===== src/rtl/vldrdy_join_n.sv =====
// N-channel valid/ready join: per-channel FIFOs feed one registered, lock-step output beat.
// Optional synchronous flush port is enabled by defining VLDRDY_JOIN_FLUSH_EN.
module vldrdy_join_n #(
  parameter int unsigned NCH   = 2,
  parameter int unsigned DW    = 8,
  parameter int unsigned DEPTH = 2
) (
  input  logic              i_clk,
  input  logic              i_rst,
  input  logic [NCH-1:0]    i_valid,
  output logic [NCH-1:0]    i_ready,
  input  logic [NCH*DW-1:0] i_data,
  output logic              o_valid,
  input  logic              o_ready,
  output logic [NCH*DW-1:0] o_data
`ifdef VLDRDY_JOIN_FLUSH_EN
  ,
  input  logic              i_flush
`endif
);

  localparam int unsigned AW = $clog2(DEPTH);
  localparam int unsigned PW = AW + 1;

  logic [DW-1:0]     mem    [NCH][DEPTH];
  logic [PW-1:0]     wr_ptr [NCH];
  logic [PW-1:0]     rd_ptr [NCH];
  logic [PW-1:0]     wr_nxt [NCH];
  logic [PW-1:0]     rd_nxt [NCH];
  logic [NCH-1:0]    push;
  logic [NCH-1:0]    empty;
  logic [NCH-1:0]    full_nxt;
  logic [NCH*DW-1:0] head;
  logic              all_avail;
  logic              pop;
  logic              flush;

`ifdef VLDRDY_JOIN_FLUSH_EN
  assign flush = i_flush;
`else
  assign flush = 1'b0;
`endif

  // Join decision and next-pointer state; i_ready is derived from next-cycle fullness.
  always_comb begin
    all_avail = 1'b1;
    push      = '0;
    empty     = '0;
    full_nxt  = '0;
    head      = '0;
    for (int k = 0; k < NCH; k++) begin
      empty[k] = (wr_ptr[k] == rd_ptr[k]);
      if (empty[k]) all_avail = 1'b0;
      push[k] = i_valid[k] & i_ready[k];
      head[k*DW +: DW] = mem[k][rd_ptr[k][AW-1:0]];
    end
    pop = all_avail & (~o_valid | o_ready);
    for (int k = 0; k < NCH; k++) begin
      wr_nxt[k]   = wr_ptr[k] + PW'(push[k]);
      rd_nxt[k]   = rd_ptr[k] + PW'(pop);
      full_nxt[k] = (wr_nxt[k][PW-1] != rd_nxt[k][PW-1]) &&
                    (wr_nxt[k][AW-1:0] == rd_nxt[k][AW-1:0]);
    end
  end

  // Storage needs no reset: pointers alone define what is valid.
  always_ff @(posedge i_clk) begin
    for (int k = 0; k < NCH; k++) begin
      if (push[k] && !flush) mem[k][wr_ptr[k][AW-1:0]] <= i_data[k*DW +: DW];
    end
  end

  always_ff @(posedge i_clk or posedge i_rst) begin
    if (i_rst) begin
      for (int k = 0; k < NCH; k++) begin
        wr_ptr[k] <= '0;
        rd_ptr[k] <= '0;
      end
      i_ready <= '0;
      o_valid <= 1'b0;
      o_data  <= '0;
    end else if (flush) begin
      for (int k = 0; k < NCH; k++) begin
        wr_ptr[k] <= '0;
        rd_ptr[k] <= '0;
      end
      i_ready <= '1;
      o_valid <= 1'b0;
    end else begin
      for (int k = 0; k < NCH; k++) begin
        wr_ptr[k]  <= wr_nxt[k];
        rd_ptr[k]  <= rd_nxt[k];
        i_ready[k] <= ~full_nxt[k];
      end
      if (pop) begin
        o_valid <= 1'b1;
        o_data  <= head;
      end else if (o_ready) begin
        o_valid <= 1'b0;
      end
    end
  end

endmodule


===== config.mk =====
export PLATFORM = sky130hd
export DESIGN_NAME = vldrdy_join_n
export DESIGN_NICKNAME = d
export VERILOG_FILES = /design/src/rtl/vldrdy_join_n.sv
export SDC_FILE = /design/constraint.sdc
export NUM_CORES = 1
export LEC_CHECK = 0
export CAP_MARGIN = 20
export CORE_ASPECT_RATIO = 0.6
export CORE_MARGIN = 3
export CORE_UTILIZATION = 52
export CTS_CLUSTER_SIZE = 24
export DETAILED_ROUTE_END_ITERATION = 6
export PLACE_DENSITY = 0.79
export REMOVE_ABC_BUFFERS = 1
export SETUP_SLACK_MARGIN = 0.15
export SLEW_MARGIN = 20
export SYNTH_ARGS = -nofsm -noshare
export SYNTH_HDL_FRONTEND = slang
export SYNTH_SLANG_ARGS = --single-unit

===== constraint.sdc =====
create_clock -name i_clk -period 2.1 [get_ports i_clk]
set_input_delay 0.525 -clock i_clk [delete_from_list [all_inputs] [get_ports i_clk]]
set_output_delay 0.525 -clock i_clk [all_outputs]
set_load 0.005 [all_outputs]

Word-level counts from Yosys, hierarchy flattened

Memories as Yosys holds them, arrays and structs flattened.
Cells that the tools add are included.
Widths: inputs -> output; s select.

Reduce and logical (&&, ||, !) cells: 5
Order comparisons: 6
Muxes and demuxes: 18
$add $sub $neg: 4
Bitwise logic cells: 11
Equal/unequal tests: 6

Operators with widths:

| kind               | count |
|---|---|
| $mux 8             | 8 |
| $mux 16            | 2 |
| $demux 8 s1        | 2 |
| $add 2x1->2        | 4 |
| $ge 2x2->1 const B | 4 |
| $not 1->2          | 4 |
| $mux 1             | 6 |
| $eq 2x2->1         | 2 |
| $logic_and 1x1->1  | 4 |
| $lt 2x1->1 const B | 2 |
| $and 1x1->1        | 3 |
| $not 1->1          | 3 |
| $eq 1x1->1         | 2 |
| $ne 1x1->1         | 2 |
| $reduce_bool 2->1  | 1 |
| $or 1x1->1         | 1 |

Register bits: 27
Bits of input ports: 21
RAM bits: 32
Memories kept: 1
Output and inout port bits: 19

Memories:

| memory | depth | bits a word | rd ports | clocked after Yosys merged registers in | write ports | line | RTL |
|---|---|---|---|---|---|---|---|
| mem    | 2     | 16          | 2        | 0                                       | 2           | 25   | `logic [DW-1:0] mem [NCH][DEPTH];` |

Depth between registers and ports, before layout

Depth after elaboration: 8
Depth in mapped cells: 9
Mapped depth without buffers: 6

Worst setup path before layout

No wires, ideal clock.

Path kind: register -> register
From: reg rd_ptr[2] in the netlist's numbering
To: reg i_ready[0]
Arrival: 1,828 ps
Path buffers: 3
Setup slack: 150 ps
Stages on the path, launching flop included: 10
Period minus slack after synthesis: 1,950 ps
Path through: dfrtp_1 -> buf_6 -> xnor2_1 -> a222oi_1 -> buf_4 -> buf_12 -> ha_1 -> xor2_1 -> xor2_1 -> nand2_1

RTL lines:

| element                           | line | RTL |
|---|---|---|
| from (decl)                       | 27   | `logic [PW-1:0] rd_ptr [NCH];` |
| from (signal, indexed assignment) | 92   | `rd_ptr[k] <= rd_nxt[k];` |
| to (signal, indexed assignment)   | 93   | `i_ready[k] <= ~full_nxt[k];` |
| to (decl)                         | 11   | `output logic [NCH-1:0] i_ready,` |

Final worst setup path

From: reg rd_ptr[3] in the netlist's numbering
To: reg o_data[13]

Cells in the longest elaborated chain, start to end: 4

RTL lines:

| element              | line | RTL |
|---|---|---|
| $eq 2x2->1           | 52   | `empty[k] = (wr_ptr[k] == rd_ptr[k]);` |
| $mux 1 (2 in series) | 53   | `if (empty[k]) all_avail = 1'b0;` |
| $and 1x1->1          | 57   | `pop = all_avail & (~o_valid \| o_ready);` |
| to (signal assigned) | 81   | `o_data <= '0;` |
| to (signal assigned) | 97   | `o_data <= head;` |
| to (decl)            | 15   | `output logic [NCH*DW-1:0] o_data` |

Every way passes these cells.
A chain may end at the register's enable or synchronous reset.

==> results.tsv <==
stage	metric	value	unit
logic_synthesis	synth_top_family_by_area	multiplexers	
setup_path	critical_path.cell_chain	xnor2_1 > a222oi_1 > buf_4 > buf_4 > mux2_2	
route	wire_per_inst	16.5	um
clock_tree	ctsLongestPathBuffers	2	
sta	max_slew_margin	71.9	%
power_and_ir_drop	vdd_drop_max	883	uV
setup_path	critPathRequiredTime	2.31	ns
power_and_ir_drop	power.internal	3.54	mW
route	wl	4070	um
power_and_ir_drop	power_density	1690	nW/um^2
global_route	global_route.overflow_total	0	
setup_path	worst_setup_path_start_kind	flip-flop	
logic_synthesis	ys.warnings.count	0	
sta	setup_violations	0	
sta	timing.hold.ws	0.510	ns
clock_tree	clock_insertion_delay_worst_skew	0.33	ns
route	post-route-drc-count	0	
sta	max_freq	551	MHz
sta	fin_crit_sh	86.3	%
logic_synthesis	synth_top_flop_cell	edfxtp_1	
clock_tree	cts-buffers-inserted	9	
global_route	busiest_layer	met2	
setup_path	critical-path-max-stage-delay	0.43	ns
global_route	grt.met2_usage	28.9	%
logic_synthesis	synth_area_leaders	edfxtp_1, dfrtp_1, mux2_2	
final_layout	fraction_of_layout_instances_using_a_drive_strength_above_1	32.6	%
logic_synthesis	netlist-cell-type-count	16	
floorplanning	core_area	4210	um^2
global_route	grt_pass1_wl	6760	um
power_and_ir_drop	p_switching	1.58	mW
route	drt-vias-per-instance	4.87	
route	drt_first_iter_violations	32	
logic_synthesis	syn-mean-instance-area	18.5	um^2
logic_synthesis	synthAdderAreaFrac	3.23	%
setup_path	cp_slowest_cell	dfrtp_1	
power_and_ir_drop	p_leak	1.21	nW
final_layout	fill_cells	294	
global_route	first_global_vias	1361	
placement	place_congestion	0.765	
job	max-cap-violations	0	
clock_tree	cts.sink_count	59	
final_layout	finalCoreUtilization	71.9	%
logic_synthesis	synthesis.area	2320	um^2
logic_synthesis	seq_area_frac_synth	70.4	%
sta	rsz0062_at_grt	false	
placement	hpwlAfterDp	2820	um
final_layout	antenna_cells_inserted	0	
clock_tree	clk_pin_slew_worst_paths	0.07	ns
floorplanning	die_area	5340	um^2
global_route	met1_usage_grt	20.1	%
power_and_ir_drop	switching_share	30.8	%
global_route	met3_usage	7.91	%
final_layout	nets	209	
logic_synthesis	yosysTopAreaCell	edfxtp_1	
logic_synthesis	yosysMostFrequentCell	edfxtp_1	
sta	final.min_clock_period	1.81	ns
placement	port_buffers	39	
status	outcome	finished clean	
power_and_ir_drop	power.share.sequential	36.9	%
sta	finalHoldViolCount	0	
floorplanning	initial_core_util	55.2	%
logic_synthesis	synthMuxAreaShare	17.0	%
logic_synthesis	post_synth_and_or_nand_nor_area_fraction	0.861	%
floorplanning	die_boundary_height	57.8	um
final_layout	area_growth	30.2	%
floorplanning	num_rows	18	
route	dr.pass1.iters	4	
sta	fin_setup_tns	0	ns
clock_tree	cts_root_buf	clkbuf_8	
floorplanning	die_x	92.3	um
setup_path	worstPathMaxFanout	12	
setup_path	worst-setup-path-type	flip-flop to flip-flop	
sta	timing_worst_slew_pin_value	0.422	ns
logic_synthesis	yosys.area_share.xor_xnor	4.52	%
sta	report.final.slew_viol_count	0	
power_and_ir_drop	combinationalPowerShare	46.8	%
clock_tree	cts_tree	done	
sta	clock-skew-final	0.00857	ns
logic_synthesis	post_synth_most_frequent_cells	edfxtp_1, dfrtp_1, mux2_2	
global_route	grt_antenna_before_repair	0	
route	route.vias.total	1204	
power_and_ir_drop	clock_power_share	16.3	%
setup_path	crit_path_end_kind	flip-flop	
setup_path	timing.critical_path.mode_cell	buf_4	
setup_path	crit_arrival	2.02	ns
logic_synthesis	synth.ff_latch_count	59	
worst_hold_path	worst_hold_class	flip-flop to flip-flop	
clock_tree	htreeDepth	3	
logic_synthesis	postSynthCellCount	126	
worst_hold_path	worst_hold_path.num_cells	1	
global_route	groute.usage.overall	17.8	%
logic_synthesis	synth.top_cell.area_share	41.3	%
logic_synthesis	postSynth.asyncResetShare	45.8	%
logic_synthesis	synth_edf_count	32	
setup_path	rr_worst_depth	5	
logic_synthesis	synth_compound_area_share	1.08	%
floorplanning	design.portCount	40	
route	antenna_left	0	
global_route	largest_net_degree_at_the_start_of_global_routing	28	
-- placed cells by master (no fill, tap or decap) --
| cell type | netlist | final |
|---|---|---|
| a22oi_1 | 1 | 1 |
| clkdlybuf4s50_1 | 0 | 38 |
| clkinvlp_4 | 0 | 2 |
| and2_1 | 2 | 2 |
| buf_6 | 1 | 1 |
| xnor2_1 | 4 | 4 |
| mux2_2 | 23 | 23 |
| clkbuf_8 | 0 | 9 |
| a222oi_1 | 1 | 1 |
| inv_2 | 0 | 1 |
| clkinv_2 | 0 | 3 |
| a21o_1 | 1 | 1 |
| clkbuf_1 | 0 | 2 |
| buf_4 | 2 | 9 |
| dfrtp_1 | 27 | 27 |
| xor2_1 | 8 | 6 |
| edfxtp_1 | 32 | 32 |
| nand2_1 | 2 | 2 |
| inv_1 | 6 | 5 |
| xor2_2 | 0 | 2 |
| ha_1 | 6 | 4 |
| dlymetal6s2s_1 | 0 | 1 |
| mux2_4 | 9 | 9 |
| ha_4 | 0 | 2 |
-- sequential cells by signal (all words and copies together) (netlist names) --
signal,flops
o_data,16
wr_ptr,4
o_valid,1
mem,32
rd_ptr,4
i_ready,2
-- critical path, delay by kind of cell, from the launching register on --
| family | cells | cell delay, ns |
|---|---|---|
| buffers and inverters | 2 | 0.44 |
| flip-flops | 1 | 0.43 |
| multiplexers | 1 | 0.37 |
| AO/OA/AOI/OAI | 1 | 0.28 |
| XOR/XNOR | 1 | 0.17 |
-- kinds of logic after synthesis --
kind of cell	count (synthesis)
xor+xnor	12
simple gates	4
buf+inv	10
mux	32
flops	59
compound gates	3
fa+ha+maj	6
-- repair_timing --
item | in CTS | in global routing
pin swaps | 1 | 1
resized for setup | 2 | 7
setup endpoints to repair | 16 | 9
hold buffers | 0 | 0
cloned | 0 | 0
setup buffers | 1 | 1
-- stage by stage --
stage | cells | setup slack (ns) | power [mW] | cell area [um^2]
5_1_grt | 247 | 0.153 | 5.45 | 3030
6_report | 247 | 0.287 | 5.12 | 3030
3_5_place_dp | 229 | -0.401 | 4.12 | 2800
4_1_cts | 246 | 0.152 | 5.05 | 2980
3_3_place_gp | 229 | -0.261 | 3.98 | 2800
2_1_floorplan | 122 | -1.40 | 3.04 | 2280
-- area by class of cell --
| type | count | area, um^2 | area share (%) |
|---|---|---|---|
| clock inverters | 5 | 30.0 | 0.992 |
| repair buffers | 49 | 472 | 15.6 |
| multi-input cells | 57 | 659 | 21.8 |
| inverters | 6 | 22.5 | 0.744 |
| well taps | 60 | 75.1 | 2.48 |
| flip-flops and latches | 59 | 1640 | 54.1 |
| clock buffers | 11 | 131 | 4.34 |
-- layer usage --
metal  vias up  wire (um)
li1        561          -
met1       606       1670
met2        30       2090
met3         7        250
met4         0         64
met5         -          0
-- final timing paths --
check | startpoint | end | slack, ns
max | rd_ptr[3]$_DFF_PP0_ | o_data[13]$_DFFE_PP0P_ | 0.29
min | o_data[1]$_DFFE_PP0P_ | o_data[1]$_DFFE_PP0P_ | 0.51
max reg2reg | rd_ptr[3]$_DFF_PP0_ | o_data[13]$_DFFE_PP0P_ | 0.29
min reg2reg | o_data[1]$_DFFE_PP0P_ | o_data[1]$_DFFE_PP0P_ | 0.51
max in group asynchronous | i_rst | rd_ptr[1]$_DFF_PP0_ | 1.26
min in group asynchronous | i_rst | o_data[3]$_DFFE_PP0P_ | 0.56
-- power by group through the flow --
stage / registers, mW / logic, mW / clock network (mW)
3_3_place_gp: 1.87 / 2.10 / 0
6_report: 1.89 / 2.40 / 0.836
5_1_grt: 1.94 / 2.59 / 0.918
3_5_place_dp: 1.90 / 2.22 / 0
2_1_floorplan: 1.90 / 1.14 / 0
4_1_cts: 1.89 / 2.29 / 0.870
Power figures use the tool's default switching activity.
==> variant, RTL diff (same settings) <==
Change the parameter `DW` from 8 to 10.
--- a/src/rtl/vldrdy_join_n.sv
+++ b/src/rtl/vldrdy_join_n.sv
@@ -4,3 +4,3 @@
   parameter int unsigned NCH   = 2,
-  parameter int unsigned DW    = 8,
+  parameter int unsigned DW    = 10,
   parameter int unsigned DEPTH = 2
Ports: changed (resized i_data and o_data); port bits go from 40 to 48. The function was not compared with the original's and may differ.
==> variant against the original RTL <==
- synthesized area is 19% higher
- via count is 20% higher
- setup slack worse by 0.10 ns
- routed wire length is 24% higher
- clock power is 41% higher
- final area is 22% higher
- sequential cell count is 12 higher
- power is 28% higher
==> variant: results (changes against the original RTL) <==
Leakage Power: 1.51 nW (was 1.21 nW)
register clock-pin slew on the reported worst setup and hold paths: 0.08 ns
CTS H-tree depth: 3 (unchanged)
number of unique standard cell types used by synthesis: 16 (unchanged)
synth warn: 0 (unchanged)
HPWL after DPL: 3340 um (was 2820 um)
Layout Nets: 248 (was 209)
met3 Usage GRT: 5.46% (was 7.91%)
proportion of synthesized chip area in sequential cells: 71.2% (was 70.4%)
clk_lat worst skew: 0.33 ns (about the same)
Routed Antenna Nets: 0 (unchanged)
initial antenna violation count: 0 (unchanged)
clock root buffer: sky130_fd_sc_hd__clkbuf_8 (unchanged)
complex-gate fraction of the synthesized area: 0.901% (was 1.08%)
synth top area cells: sky130_fd_sc_hd__edfxtp_1 (43%), sky130_fd_sc_hd__dfrtp_1 (28%), sky130_fd_sc_hd__mux2_4 (10%) (was sky130_fd_sc_hd__edfxtp_1 (41%), sky130_fd_sc_hd__dfrtp_1 (29%), sky130_fd_sc_hd__mux2_2 (11%))
wire length of the first global-routing pass: 8260 um (was 6760 um)
pin count of the biggest net entering global routing: 32 (was 28)
Max Buffers Root-to-Sink: 2 (unchanged)
total track usage: 17.3% (was 17.8%)
# diodes: 0 (unchanged)
worst setup path start: wr_ptr[2] (was rd_ptr[3])
via count of the first global-routing pass: 1611 (was 1361)
status: finished clean (unchanged)
Final Routed Wirelength: 5060 um (was 4070 um)
DRC violation total after the first TritonRoute iteration: 83 (was 32)
routing usage on met1: 24.1% (was 20.1%)
adder and majority cell fraction of the synthesized area: 2.70% (was 3.23%)
share of the synthesized netlist area taken by xor and xnor gates: 3.79% (was 4.52%)
share of layout cells above drive strength 1: 34.7% (was 32.6%)
DP Cell Count: 263 (was 229)
fraction of registers with async set/reset: 43.7% (was 45.8%)
Worst Min Path Start: o_data[10] (was o_data[1])
number of enable-type register cells in the synthesized netlist: 40 (was 32)
cells after synthesis: 146 (was 126)
M2 GR Usage: 26.0% (was 28.9%)
crit path DAT: 2.13 ns (was 2.02 ns)
placer congestion estimate: 0.735 (was 0.765)
count of vias placed by the detailed router: 1448 (was 1204)
proportion of synthesized area in mux cells: 18.8% (was 17.0%)
peak supply drop: 1400 uV (was 883 uV)
Via density: 5.08 (was 4.87)
worst min-delay path class: reg -> reg (unchanged)
number of buffers created by CTS: 9 (unchanged)
maximum fanout along the worst path: 3 (was 12)
transition at the pin with the smallest max-transition slack: 0.426 ns (was 0.422 ns)
1st-pass router iterations: 6 (was 4)
design internal power: 4.62 mW (was 3.54 mW)
pre-CTS WS: -0.293 ns (was -0.401 ns)
Largest register FFs: 40 (was 32)
cell types with the highest counts after synthesis: sky130_fd_sc_hd__edfxtp_1 (40), sky130_fd_sc_hd__dfrtp_1 (31), sky130_fd_sc_hd__mux2_2 (20) (was sky130_fd_sc_hd__edfxtp_1 (32), sky130_fd_sc_hd__dfrtp_1 (27), sky130_fd_sc_hd__mux2_2 (23))
clock skew: 0.0106 ns (was 0.00857 ns)
count of input and output buffers: 47 (was 39)
-- variant: path summary, 6_finish.rpt --
check	endpoint	slack (ns)	cells after the start
setup / recovery	i_ready[1]	0.19	7
hold / removal	o_data[10]	0.51	1
setup reg to reg	i_ready[1]	0.19	7
hold reg to reg	o_data[10]	0.51	1
max in group asynchronous	o_data[3]	1.22	3
min in group asynchronous	o_data[4]	0.58	3
-- variant: kinds of logic after synthesis --
group | count (synthesis)
flops | 71
mux | 40
xor+xnor | 12
buf+inv | 10
fa+ha+maj | 6
simple gates | 4
compound gates | 3
-- variant: power by group through the flow --
stage	clock (mW)	sequential (mW)	combinational (mW)
global placement	0	2.24	2.69
detailed placement	0	2.27	2.79
finish	1.18	2.26	3.10
global route	1.29	2.31	3.34
floorplan	0	2.27	1.28
CTS	1.20	2.26	2.93
-- variant: what timing repair did --
item                       4_1_cts  5_1_grt
setup endpoints to repair        2       22
buffers inserted                 1        5
resized for setup                5        4
pin swaps                        2        1
-- variant: final cells by class --
class	instances	area (sq um)
clock inverter	6	82.6
timing repair buffer	64	613
multi-input combinational	65	795
clock buffer	10	138
inverter	6	22.5
tap	63	78.8
fill	287	1140
sequential	71	1980
-- variant: per-layer routing --
layer  vias to the layer above  routed length, um
li1                        669                  -
met1                       737               2420
met2                        34               2390
met3                         8                194
met4                         0                 59
met5                         -                  0
-- variant: through the flow --
step           utilization (%)  instance area [sq um]
6_report                  76.4                   3710
5_1_grt                   76.4                   3710
4_1_cts                   75.2                   3650
3_5_place_dp              69.9                   3390
3_3_place_gp              69.9                   3390
2_1_floorplan                -                   2750
-- variant: critical path: stages, from the launching register on --
cell and delay [ns]:
sky130_fd_sc_hd__dfrtp_1 0.43, sky130_fd_sc_hd__xnor2_2 0.16, sky130_fd_sc_hd__a222oi_1 0.43, sky130_fd_sc_hd__buf_4 0.21, sky130_fd_sc_hd__ha_4 0.13, sky130_fd_sc_hd__xor2_2 0.17, sky130_fd_sc_hd__xor2_1 0.19, sky130_fd_sc_hd__nand2_1 0.08
